===== src/rtl/audio_dac_serializer.sv =====
// Stereo DAC serializer: BCLK/LRC generation, one-entry sample buffer, I2S or left-justified output.
// Optional macro VOLUME_EN adds i_vol, an arithmetic right shift applied when a frame is loaded.
module audio_dac_serializer #(
   parameter int SAMPLE_W  = 16,
   parameter int SLOT_W    = 32,
   parameter int BCLK_HALF = 2
) (
   input  logic                i_clk,
   input  logic                i_rst,
   input  logic                i_enb,
   input  logic                i_mode,
   input  logic                i_valid,
   input  logic [SAMPLE_W-1:0] i_left,
   input  logic [SAMPLE_W-1:0] i_right,
`ifdef VOLUME_EN
   input  logic [3:0]          i_vol,
`endif
   output logic                o_ready,
   output logic                o_bclk,
   output logic                o_lrc,
   output logic                o_dat,
   output logic                o_underrun,
   output logic [15:0]         o_underrun_cnt
);

   localparam int BIT_W = $clog2(2 * SLOT_W);
   localparam int DIV_W = (BCLK_HALF > 1) ? $clog2(BCLK_HALF) : 1;
   localparam logic [DIV_W-1:0] DIV_ZERO = DIV_W'(0);
   localparam logic [DIV_W-1:0] DIV_LAST = DIV_W'(BCLK_HALF - 1);
   localparam logic [BIT_W-1:0] BIT_ZERO = BIT_W'(0);
   localparam logic [BIT_W-1:0] BIT_LAST = BIT_W'(2 * SLOT_W - 1);
   localparam logic [BIT_W-1:0] SLOT_L   = BIT_W'(SLOT_W);

   // Slot image is MSB-aligned; I2S leaves one leading zero before the MSB.
   function automatic logic slot_bit(input logic [SAMPLE_W-1:0] s, input logic m,
                                     input logic [BIT_W-1:0] k);
      logic [SLOT_W-1:0] slot;
      if (m) begin
         slot = SLOT_W'(s) << (SLOT_W - SAMPLE_W);
      end else begin
         slot = SLOT_W'(s) << (SLOT_W - SAMPLE_W - 1);
      end
      slot = slot << k;
      return slot[SLOT_W-1];
   endfunction

`ifdef VOLUME_EN
   function automatic logic [SAMPLE_W-1:0] vol_shift(input logic [SAMPLE_W-1:0] s,
                                                     input logic [3:0] v);
      logic signed [SAMPLE_W-1:0] t;
      t = $signed(s) >>> v;
      return t;
   endfunction
`endif

   logic [DIV_W-1:0]    div_q, div_d;
   logic                bclk_q, bclk_d;
   logic [BIT_W-1:0]    bit_cnt_q, bit_cnt_d;
   logic                lrc_q, lrc_d;
   logic                dat_q, dat_d;
   logic [SAMPLE_W-1:0] hold_l_q, hold_l_d, hold_r_q, hold_r_d;
   logic                empty_q, empty_d;
   logic [SAMPLE_W-1:0] shift_l_q, shift_l_d, shift_r_q, shift_r_d;
   logic                mode_q, mode_d;
   logic                urun_q, urun_d;
   logic [15:0]         urun_cnt_q, urun_cnt_d;
   logic                fall_s;
   logic                accept_s;
   logic [BIT_W-1:0]    k_s;
   logic [SAMPLE_W-1:0] load_l_s, load_r_s;

`ifdef VOLUME_EN
   assign load_l_s = vol_shift(hold_l_q, i_vol);
   assign load_r_s = vol_shift(hold_r_q, i_vol);
`else
   assign load_l_s = hold_l_q;
   assign load_r_s = hold_r_q;
`endif

   // Next-state: BCLK divider, bit sequencing, frame load/underrun and the holding-buffer handshake.
   always_comb begin
      div_d      = div_q;
      bclk_d     = bclk_q;
      bit_cnt_d  = bit_cnt_q;
      lrc_d      = lrc_q;
      dat_d      = dat_q;
      hold_l_d   = hold_l_q;
      hold_r_d   = hold_r_q;
      empty_d    = empty_q;
      shift_l_d  = shift_l_q;
      shift_r_d  = shift_r_q;
      mode_d     = mode_q;
      urun_d     = 1'b0;
      urun_cnt_d = urun_cnt_q;
      fall_s     = 1'b0;
      accept_s   = i_valid & empty_q;
      if (bit_cnt_q >= SLOT_L) begin
         k_s = bit_cnt_q - SLOT_L;
      end else begin
         k_s = bit_cnt_q;
      end

      if (!i_enb) begin
         div_d     = DIV_ZERO;
         bclk_d    = 1'b0;
         bit_cnt_d = BIT_ZERO;
         lrc_d     = 1'b0;
         dat_d     = 1'b0;
      end else if (div_q == DIV_LAST) begin
         div_d  = DIV_ZERO;
         bclk_d = ~bclk_q;
         fall_s = bclk_q;
      end else begin
         div_d = div_q + DIV_W'(1);
      end

      if (fall_s) begin
         // Bit 0 is the frame boundary: the buffer state before this edge decides transfer vs underrun.
         if (bit_cnt_q == BIT_ZERO) begin
            mode_d = i_mode;
            if (empty_q) begin
               shift_l_d = {SAMPLE_W{1'b0}};
               shift_r_d = {SAMPLE_W{1'b0}};
               urun_d    = 1'b1;
               if (urun_cnt_q != 16'hFFFF) begin
                  urun_cnt_d = urun_cnt_q + 16'd1;
               end else begin
                  urun_cnt_d = urun_cnt_q;
               end
            end else begin
               shift_l_d = load_l_s;
               shift_r_d = load_r_s;
               empty_d   = 1'b1;
            end
         end else begin
            mode_d = mode_q;
         end
         if (bit_cnt_q == BIT_LAST) begin
            bit_cnt_d = BIT_ZERO;
         end else begin
            bit_cnt_d = bit_cnt_q + BIT_W'(1);
         end
         lrc_d = (bit_cnt_q >= SLOT_L);
         dat_d = slot_bit(lrc_d ? shift_r_d : shift_l_d, mode_d, k_s);
      end else begin
         lrc_d = (i_enb) ? lrc_q : 1'b0;
      end

      if (accept_s) begin
         hold_l_d = i_left;
         hold_r_d = i_right;
         empty_d  = 1'b0;
      end else begin
         hold_l_d = hold_l_q;
         hold_r_d = hold_r_q;
      end
   end

   // State register with synchronous reset.
   always_ff @(posedge i_clk) begin
      if (i_rst) begin
         div_q      <= DIV_ZERO;
         bclk_q     <= 1'b0;
         bit_cnt_q  <= BIT_ZERO;
         lrc_q      <= 1'b0;
         dat_q      <= 1'b0;
         hold_l_q   <= {SAMPLE_W{1'b0}};
         hold_r_q   <= {SAMPLE_W{1'b0}};
         empty_q    <= 1'b1;
         shift_l_q  <= {SAMPLE_W{1'b0}};
         shift_r_q  <= {SAMPLE_W{1'b0}};
         mode_q     <= 1'b0;
         urun_q     <= 1'b0;
         urun_cnt_q <= 16'd0;
      end else begin
         div_q      <= div_d;
         bclk_q     <= bclk_d;
         bit_cnt_q  <= bit_cnt_d;
         lrc_q      <= lrc_d;
         dat_q      <= dat_d;
         hold_l_q   <= hold_l_d;
         hold_r_q   <= hold_r_d;
         empty_q    <= empty_d;
         shift_l_q  <= shift_l_d;
         shift_r_q  <= shift_r_d;
         mode_q     <= mode_d;
         urun_q     <= urun_d;
         urun_cnt_q <= urun_cnt_d;
      end
   end

   assign o_ready        = empty_q;
   assign o_bclk         = bclk_q;
   assign o_lrc          = lrc_q;
   assign o_dat          = dat_q;
   assign o_underrun     = urun_q;
   assign o_underrun_cnt = urun_cnt_q;

endmodule


===== config.mk =====
export PLATFORM = sky130hd
export DESIGN_NAME = audio_dac_serializer
export DESIGN_NICKNAME = d
export VERILOG_FILES = /design/src/rtl/audio_dac_serializer.sv
export SDC_FILE = /design/constraint.sdc
export NUM_CORES = 1
export LEC_CHECK = 0
export ABC_CLOCK_PERIOD_IN_PS = 2900
export CORE_MARGIN = 2
export CORE_UTILIZATION = 45
export DETAILED_ROUTE_END_ITERATION = 8
export PLACE_DENSITY_LB_ADDON = 0.25
export RECOVER_POWER = 25
export SKIP_LAST_GASP = 1
export SLEW_MARGIN = 20
export SYNTH_ARGS = -nofsm -noshare
export SYNTH_HDL_FRONTEND = slang
export SYNTH_SLANG_ARGS = --single-unit

===== constraint.sdc =====
create_clock -name i_clk -period 2.9 [get_ports i_clk]
set_input_delay 0.58 -clock i_clk [delete_from_list [all_inputs] [get_ports i_clk]]
set_output_delay 0.58 -clock i_clk [all_outputs]
set_load 0.005 [all_outputs]

### After elaboration in Yosys (flattened, before gate mapping)

Cells that the tools add are included.

| storage, ports and cells | value |
|---|---|
| bits in registers | 93 |
| input bits | 37 |
| output and inout port bits | 21 |
| logic and storage cells | 57 |

| operators by class | value |
|---|---|
| add/sub/neg operators | 4 |
| magnitude comparators | 1 |
| eq/ne operators | 3 |
| shift operators | 1 |
| mux-type cells | 22 |
| bitwise operators | 5 |
| reductions and logical operators | 8 |

Operators by type and width:

| operator | number |
|---|---|
| $mux 16 | 5 |
| $mux 32 | 2 |
| $shl 32x6->32 | 1 |
| $mux 6 | 4 |
| $add 16x1->16 const B | 1 |
| $ne 16x16->1 const B | 1 |
| $mux 1 | 11 |
| $add 6x1->6 const B | 1 |
| $eq 6x6->1 const B | 1 |
| $ge 6x6->1 const B | 1 |
| $logic_not 6->1 | 1 |
| $reduce_or 3->1 | 2 |
| $sub 6x6->6 const B | 1 |
| $not 1->1 | 4 |
| $reduce_and 4->1 | 1 |
| $reduce_bool 2->1 | 2 |
| $ne 2x1->1 const B | 1 |
| $reduce_and 2->1 | 1 |
| $reduce_or 2->1 | 1 |
| $add 1x1->1 const B | 1 |
| $and 1x1->1 | 1 |

### Logic depth before layout (Yosys ltp)

Gate-level depths: netlist of the first run.

| depth | value |
|---|---|
| word-level depth | 7 |
| gate-level depth with buffers | 11 |
| mapped depth without buffers | 9 |

### Least setup slack after synthesis of the first run

OpenSTA, ideal clock, no wires.

| timing path | value |
|---|---|
| kind | flip-flop to flip-flop |
| start point | reg bit_cnt_q[1] |
| end point | reg dat_q, in the netlist o_dat |
| arrival time | 2,310 ps |
| required time | 2,777 ps |
| setup slack | 466 ps |
| stages on the path, launching flop included | 12 |
| buffers on the path | 2 |
| cells stage by stage | dfxtp_1 inv_1 buf_4 ha_1 or4b_1 buf_6 o21ai_4 nand3_1 o311ai_0 o31ai_1 a211oi_1 o41ai_2 |

| between the ends | value |
|---|---|
| cells in the longest elaborated chain, start to end | 7 |
| elaborated cells between the ends (all ways) | 13 |

RTL lines:

| what | RTL line | source |
|---|---|---|
| start, declared | 58 | `logic [BIT_W-1:0] bit_cnt_q, bit_cnt_d;` |
| start signal, assigned | 178 | `bit_cnt_q <= bit_cnt_d;` |
| parallel branches: the longest is 5 deep, another holds $ge 6x6->1 | -- |  |
| $shl 32x6->32 * | 43 | `slot = slot << k;` |
| $mux 1 * | 117 | `if (fall_s) begin` |
| end signal, assigned | 180 | `dat_q <= dat_d;` |
| end, declared | 60 | `logic dat_q, dat_d;` |

Every way passes the cells marked *. The select of a mux whose other input is x is not followed.
A chain may end at the register's enable or synchronous reset.

### Worst setup path after layout of the first run

Ends and elaborated chain as after synthesis.

==> implementation parameters, run 1 <==
Parameter                              Value

Setup path
  CP Max Fanout    22
  Path type of the worst setup path    flop to flop
  Worst EP arrival    between 2 and 3 ns
  Crit path capture type    flop
  Worst EP required    3.15 ns
  Kind of start point of the critical path    flop

Die
  Die height    between 100 and 150 µm
  Die outline width    103 µm
  Effective utilization at floorplan    a little under half
  Total die area    10600 µm²
  Total number of placement rows    36
  Placeable core region    slightly below 10000 µm²
  I/O pins    58

Timing
  Setup-failing EPs final    0
  Pins over their slew limit    0
  Crit path time final    between 2 and 3 ns
  Peak Freq    between 300 and 400 MHz
  Relative slew margins    24.8%
  Worst Clk Skew    approximately 0.015 ns
  Actual slew at the worst max-slew pin    1.13 ns
  Hold violation count in the final report    0
  Smallest hold slack    ~0.45 ns
  Share of the clock period used by the worst path after layout    approximately 92%
  Setup repair after global routing missed its margin    false
  Fin Setup TNS    0 ns

Routing
  Via density    approximately 5.4
  Length of the first detailed-routing pass in iterations    6
  Final routed wire length divided by cell count    13.8 µm
  Total number of vias    4028
  Number of nets with antenna violations after detailed routing    0
  Residual DRC count    0
  Drt initial violations    between 150 and 200
  DRT Wirelength    a little over 10000 µm

Synthesis
  Combinational family with the most area after synthesis    simple AND/OR/NAND/NOR gates
  Share of flip-flops with an asynchronous set or reset after synthesis    0%
  Synthesis-stage register bit count    between 90 and 100
  Simple-gate share of the synthesized area    26.4%
  Compound-Gate Fraction of Synth Area    roughly a fifth
  XOR/XNOR Fraction of Synth Area    under 10%
  Number of warning messages in the yosys log    0
  Arithmetic-cell share of the synthesized area counting full adders, half adders and majority gates    0.850%
  Post-Syn Nets    approximately 600
  Distinct cell type count of the synthesized netlist    50
  Number of synthesized flops with an enable pin    0
  Cells after Synth    about 560
  Synth Area per Inst    between 7 and 8 µm²
  Most frequently used flop master after synthesis    sky130_fd_sc_hd__dfxtp_1
  Area of the mapped netlist    4420 µm²
  Fraction of the yosys area taken by sequential cells    42.1%
  Share of cell area taken by muxes after synthesis    3.23%

Worst hold path
  Worst hold path class    flop to flop

GRT
  Initial antenna violation count    0
  Pin count of the biggest net entering global routing    between 80 and 90
  Via count of the first global-routing pass    between 3000 and 4000
  Sum of overflow across all layers after global routing    0
  Total routing usage reported by global routing    20.6%
  Wire length of the first global-routing pass    between 15000 and 20000 µm

Clocking
  Worst-skew pair later-pin latency    0.36 ns
  Cell chosen for the clock root    sky130_fd_sc_hd__clkbuf_8
  # H-tree levels    3
  Inserted Clock Buffers    9
  PostCTS Resize Cnt    0
  Post-CTS setup-driven buffer insertion count    0
  CTS tree    built
  Clock sinks    between 90 and 100
  Clock transition time at the flip-flop clock pins of the worst setup and hold paths    0.09 ns
  Hold-fix buffers at CTS    0
  Largest buffer count on any clock path    2

Power and ir drop
  Switching part of the total    between 20% and 30%
  Portion of total power attributed to sequential cells    54.8%
  Part of the total power dissipated in combinational logic    approximately 7.4%
  Worst IR drop on VDD    between 0.2 and 0.25 mV
  Internal Power    1830 µW
  Leakage power summed over all cells    between 0.0015 and 0.002 µW
  Clock share of power    between 30% and 40%
  Power spent charging and discharging nets    roughly 590 µW
  Power per Cell Area    458 nW/µm²
  Overall power of the completed layout    ~2400 µW

Status
  Status    finished, final reports clean

Placed design
  Final weighted congestion in routability-driven placement    slightly below 0.9
  Number of I/O port buffers    57
  Half-perimeter wire length of the detailed placement result    7150 µm

Final layout
  Synth-to-Final Area Change    19.6%
  Proportion of layout cells with a drive suffix above 1    5.88%
  Count of antenna diodes in the layout    0
  Net total in the final layout    647

Run
  Number of max-capacitance violations reported    0
## cell usage after synthesis, drive strengths merged, types with 2 or more instances
cell | instances | area, µm²
o311ai | 3 | 26.3
a31oi | 3 | 18.8
nand3b | 18 | 135
dfxtp | 93 | 1860
o21bai | 2 | 15.0
a311oi | 3 | 26.3
ha | 3 | 37.5
a221oi | 3 | 26.3
mux2i | 12 | 120
nor3b | 2 | 15.0
nor2b | 16 | 100
and3 | 4 | 25.0
a41oi | 2 | 17.5
o31ai | 2 | 15.0
clkbuf | 31 | 116
a2111oi | 3 | 32.5
o211ai | 3 | 22.5
a211oi | 10 | 75.1
and2 | 4 | 25.0
a21oi | 81 | 405
nor2 | 33 | 124
nor3 | 7 | 35.0
nand2b | 3 | 18.8
and4 | 2 | 17.5
o21ai | 14 | 81.3
buf | 9 | 70.1
or3 | 4 | 25.0
xnor2 | 6 | 52.6
xor2 | 10 | 87.6
nand4 | 6 | 37.5
inv | 11 | 41.3
nand3 | 10 | 50.1
mux2 | 2 | 22.5
nand2 | 136 | 510
## state kept, by name, indices dropped and copies added (netlist names)
register,count
bit_cnt_q,6
div_q,1
hold_l_q,16
hold_r_q,16
mode_q,1
o_bclk,1
o_dat,1
o_lrc,1
o_ready,1
o_underrun,1
o_underrun_cnt,16
shift_l_q,16
shift_r_q,16
## power groups by stage
stage          sequential, µW  combinational, µW  clock, µW
5_1_grt                  1330                200        987
3_5_place_dp             1360                182          0
4_1_cts                  1330                182        937
3_3_place_gp             1360                179          0
2_1_floorplan            1350                107          0
6_report                 1330                179        916
## path summary, 6_finish.rpt
kind,startpoint,to,slack [ns],depth (start not counted)
worst max-delay path,bit_cnt_q[1],o_dat,0.24,8
worst min-delay path,hold_l_q[1],hold_l_q[1],0.45,2
worst max register to register,bit_cnt_q[1],o_dat,0.24,8
worst min register to register,hold_l_q[1],hold_l_q[1],0.45,2
## cells in the final DEF, fill, tap and decap left out, types with 11 or more instances in the layout
cell type and n:
sky130_fd_sc_hd__nand2_1 136, sky130_fd_sc_hd__dfxtp_1 93, sky130_fd_sc_hd__a21oi_1 81, sky130_fd_sc_hd__clkdlybuf4s50_1 51, sky130_fd_sc_hd__nor2_1 33, sky130_fd_sc_hd__nand3b_1 18
sky130_fd_sc_hd__nor2b_1 16, sky130_fd_sc_hd__buf_4 14, sky130_fd_sc_hd__o21ai_0 13, sky130_fd_sc_hd__mux2i_1 12, sky130_fd_sc_hd__inv_1 11
## critical path, stage by stage (launching register included)
cell and delay, ns:
sky130_fd_sc_hd__dfxtp_1 0.34, sky130_fd_sc_hd__clkbuf_1 0.83, sky130_fd_sc_hd__nor2b_1 0.09, sky130_fd_sc_hd__a2111oi_0 0.50
sky130_fd_sc_hd__a21oi_1 0.08, sky130_fd_sc_hd__a41oi_1 0.23, sky130_fd_sc_hd__a31oi_1 0.10, sky130_fd_sc_hd__a211oi_1 0.26
sky130_fd_sc_hd__o41ai_2 0.10
## final cells by class
class / count / area (µm²)
fill: 954 / 4350
timing repair buffer: 73 / 678
tap: 133 / 166
clock inverter: 5 / 67.6
multi-input combinational: 419 / 2330
clock buffer: 11 / 141
sequential: 93 / 1860
inverter: 11 / 41.3
## metal layers
layer / vias to the layer above / global-route usage, % / share of wire (%)
met5: - / 0 / 0
met4: 0 / 6.88 / 1.7
met3: 14 / 4.07 / 3.9
met2: 73 / 34.5 / 48
met1: 1919 / 26.7 / 47
li1: 2022 / - / -
## cells by family (layout without fill, tap and decap cells)
family / Yosys count / in the layout
flops: 93 / 93
buf+inv: 51 / 100
mux: 14 / 14
xor+xnor: 16 / 16
simple gates: 249 / 249
compound gates: 137 / 137
fa+ha+maj: 3 / 3
## metrics by stage
stage	instances	worst slack, ns	cell area [µm²]	utilization [%]
floorplan	563	0.466	4420	-
global placement	729	0.272	5080	52.7
detailed placement	729	0.218	5080	52.7
CTS	745	0.237	5290	54.9
global route	745	0.0640	5290	54.8
finish	745	0.237	5290	54.8
No activity file was read; power rests on OpenSTA's default activity.
==> run 2: changes to the inputs <==
--- a/config.mk
+++ b/config.mk
@@ -8,6 +8,7 @@
 export ABC_CLOCK_PERIOD_IN_PS = 2900
 export CORE_MARGIN = 2
 export CORE_UTILIZATION = 45
+export CTS_CLUSTER_SIZE = 14
 export DETAILED_ROUTE_END_ITERATION = 8
 export PLACE_DENSITY_LB_ADDON = 0.25
 export RECOVER_POWER = 25
==> results of run 2 <==
The final DEF is identical to that of run 1; final timing and power are the same.
==> run 3: changes to the inputs <==
--- a/config.mk
+++ b/config.mk
@@ -6,7 +6,7 @@
 export NUM_CORES = 1
 export LEC_CHECK = 0
 export ABC_CLOCK_PERIOD_IN_PS = 2900
-export CORE_MARGIN = 2
+export CORE_MARGIN = 1.5
 export CORE_UTILIZATION = 45
 export CTS_CLUSTER_SIZE = 14
 export DETAILED_ROUTE_END_ITERATION = 8
==> run 3 against run 2 <==
Net effect:
- clock power grew 2%
- via count shrank 1.9%
- fmax grew 0.12%
- critical path depth grew 1
- count of clock-buffer cells in the layout is the same
- cell area grew 0.38%
- final cell count shrank 0.54%
- sequential share of layout area shrank 0.13 points
- non-clock buffer count is the same
- critical endpoint unchanged
- largest power group unchanged
==> implementation parameters, run 3 (same netlist as run 1, synthesis figures left out) <==
Parameter                              Value

Status
  Status    finished, final reports clean

Worst hold path
  Number of stages on the worst hold path    2
  Hold Startpoint    shift_r_q[7]
  Worst hold path class    flop to flop
  End of the worst hold path    shift_r_q[7]

Setup path
  Levels on crit path    9
  Worst EP arrival    approximately 2.9 ns
  Buffer and inverter count on the worst path    1
  Delay of the slowest cell on the worst path    approximately 0.64 ns
  Critical Path Slowest Stage Cell    sky130_fd_sc_hd__or4b_1
  Flop2flop setup slack    about 0.24 ns
  Worst EP required    roughly 3.1 ns
  R2R cell count    9
  Startpoint of the lowest-slack register-to-register path    bit_cnt_q[0]
  CP Max Fanout    8
  Path type of the worst setup path    flop to flop
  FF-to-FF End    o_dat
  Worst-path cell chain    inv_1 -> ha_1 -> or4b_1 -> o21ai_4 -> nand3_1 -> o311ai_0 -> o31ai_1 -> a211oi_1 -> o41ai_2
  Gate family responsible for the most delay along the worst path    compound AO/OA/AOI/OAI gates
  Kind of start point of the critical path    flop
  Crit path capture type    flop

Final layout
  Multi-input combinational cell area    2330 µm²
  Count of antenna diodes in the layout    0
  Final Core Density    between 50% and 60%
  Proportion of layout cells with a drive suffix above 1    6.21%
  Net total in the final layout    647
  Most frequent cells in the layout    sky130_fd_sc_hd__nand2_1 (136), sky130_fd_sc_hd__dfxtp_1 (93), sky130_fd_sc_hd__a21oi_1 (81), sky130_fd_sc_hd__clkdlybuf4s50_1 (47), sky130_fd_sc_hd__nor2_1 (33)
  Synth-to-Final Area Change    20.1%
  FILL cells    roughly 930
  Layout Cells excl Fill    roughly 740
  Leading cell type in the layout, fill and taps excluded    sky130_fd_sc_hd__nand2_1
  FF/Latch Area    ~1900 µm²

Timing
  Worst Clk Skew    0.0147 ns
  Fin Setup TNS    0 ns
  Setup repair after global routing missed its margin    false
  Hold violation count in the final report    0
  Relative slew margins    about a quarter
  Share of the clock period used by the worst path after layout    between 90% and 100%
  Peak Freq    376 MHz
  Actual slew at the worst max-slew pin    1.14 ns
  Pins over their slew limit    0
  Setup-failing EPs final    0
  Crit path time final    about 2.7 ns

Routing
  DRT Wirelength    roughly 11000 µm
  Residual DRC count    0
  Total number of vias    between 3000 and 4000
  Drt initial violations    between 150 and 200
  Number of nets with antenna violations after detailed routing    0
  Via density    5.33
  Final routed wire length divided by cell count    between 10 and 15 µm
  Length of the first detailed-routing pass in iterations    4

Clocking
  PostCTS Resize Cnt    0
  Cell chosen for the clock root    sky130_fd_sc_hd__clkbuf_8
  Inserted Clock Buffers    9
  Clock transition time at the flip-flop clock pins of the worst setup and hold paths    0.10 ns
  Clock sinks    93
  CTS tree    built
  Worst-skew pair later-pin latency    0.36 ns
  Largest buffer count on any clock path    2
  # H-tree levels    3
  Hold-fix buffers at CTS    0
  Post-CTS setup-driven buffer insertion count    0

Run
  Number of max-capacitance violations reported    0

Die
  Placeable core region    9370 µm²
  Die outline width    ~100 µm
  Die height    102 µm
  Total die area    approximately 10000 µm²
  I/O pins    58
  Total number of placement rows    35
  Effective utilization at floorplan    47.1%

Placed design
  Final weighted congestion in routability-driven placement    around 0.84
  Number of I/O port buffers    57
  Half-perimeter wire length of the detailed placement result    roughly 7400 µm
  Number of cells in the design after placement    between 700 and 800

Power and ir drop
  Leakage power summed over all cells    between 0.0015 and 0.002 µW
  Worst IR drop on VDD    0.276 mV
  Power per Cell Area    about 460 nW/µm²

GRT
  Pin count of the biggest net entering global routing    84
  Wire length of the first global-routing pass    about 18000 µm
  Sum of overflow across all layers after global routing    0
  Via count of the first global-routing pass    around 3800
  Initial antenna violation count    0
  Total routing usage reported by global routing    a little over a fifth
[run 3: cell count changes in the layout (fill, tap and decap cells not counted)]
cell / delta
sky130_fd_sc_hd__clkbuf_1: -2
sky130_fd_sc_hd__clkinv_4: -1
sky130_fd_sc_hd__clkdlybuf4s50_1: -4
sky130_fd_sc_hd__dlygate4sd3_1: +4
sky130_fd_sc_hd__buf_12: +1
sky130_fd_sc_hd__clkbuf_8: +1
sky130_fd_sc_hd__clkinvlp_4: +1
[run 3: how the worst max path moves through the flow]
stage                      start                  to  slack [ns]
global route        bit_cnt_q[0]               o_dat        0.09
CTS                 bit_cnt_q[0]               o_dat        0.27
detailed placement         i_enb  o_underrun_cnt[14]        0.19
floorplan           bit_cnt_q[1]               o_dat        0.47
global placement           i_enb  o_underrun_cnt[14]        0.25
finish              bit_cnt_q[0]               o_dat        0.24
[run 3: area by class of cell]
cell class	count	area share (%)
clock buffers	11	2.85
clock inverters	5	1.25
flip-flops and latches	93	35.1
inverters	11	0.778
repair buffers	73	13.1
well taps	129	3.04
multi-input cells	419	43.9
[run 3: power breakdown]
group	internal, µW	leakage (µW)	switching [µW]
clock network	457	0.000108	478
logic	90.8	0.00103	89.5
registers	1310	0.000754	22.6
[run 3: per-stage QoR]
step	setup slack, ns	instance area, µm²	hold slack [ns]	power (µW)
final	0.240	5310	0.452	2440
after global routing	0.0877	5310	0.461	2530
after CTS	0.267	5310	0.457	2460
after detailed placement	0.189	5090	0.443	1540
after global placement	0.252	5090	0.436	1540
after floorplan	0.466	4420	0.427	1460
[run 3: worst register-to-register path, delay by kind of cell, from the launching register on]
family | cells | cell delay [ns]
flops | 1 | 0.32
fa+ha+maj | 1 | 0.18
compound gates | 5 | 1.09
simple gates | 2 | 0.84
buf+inv | 1 | 0.11
[run 3: metal layers]
metal | up-vias | wire, µm | GRT usage [%]
li1 | 2024 | - | -
met1 | 1843 | 5130 | 28.3
met2 | 75 | 4940 | 35.0
met3 | 11 | 294 | 3.01
met4 | 0 | 157 | 7.90
met5 | - | 0 | 0
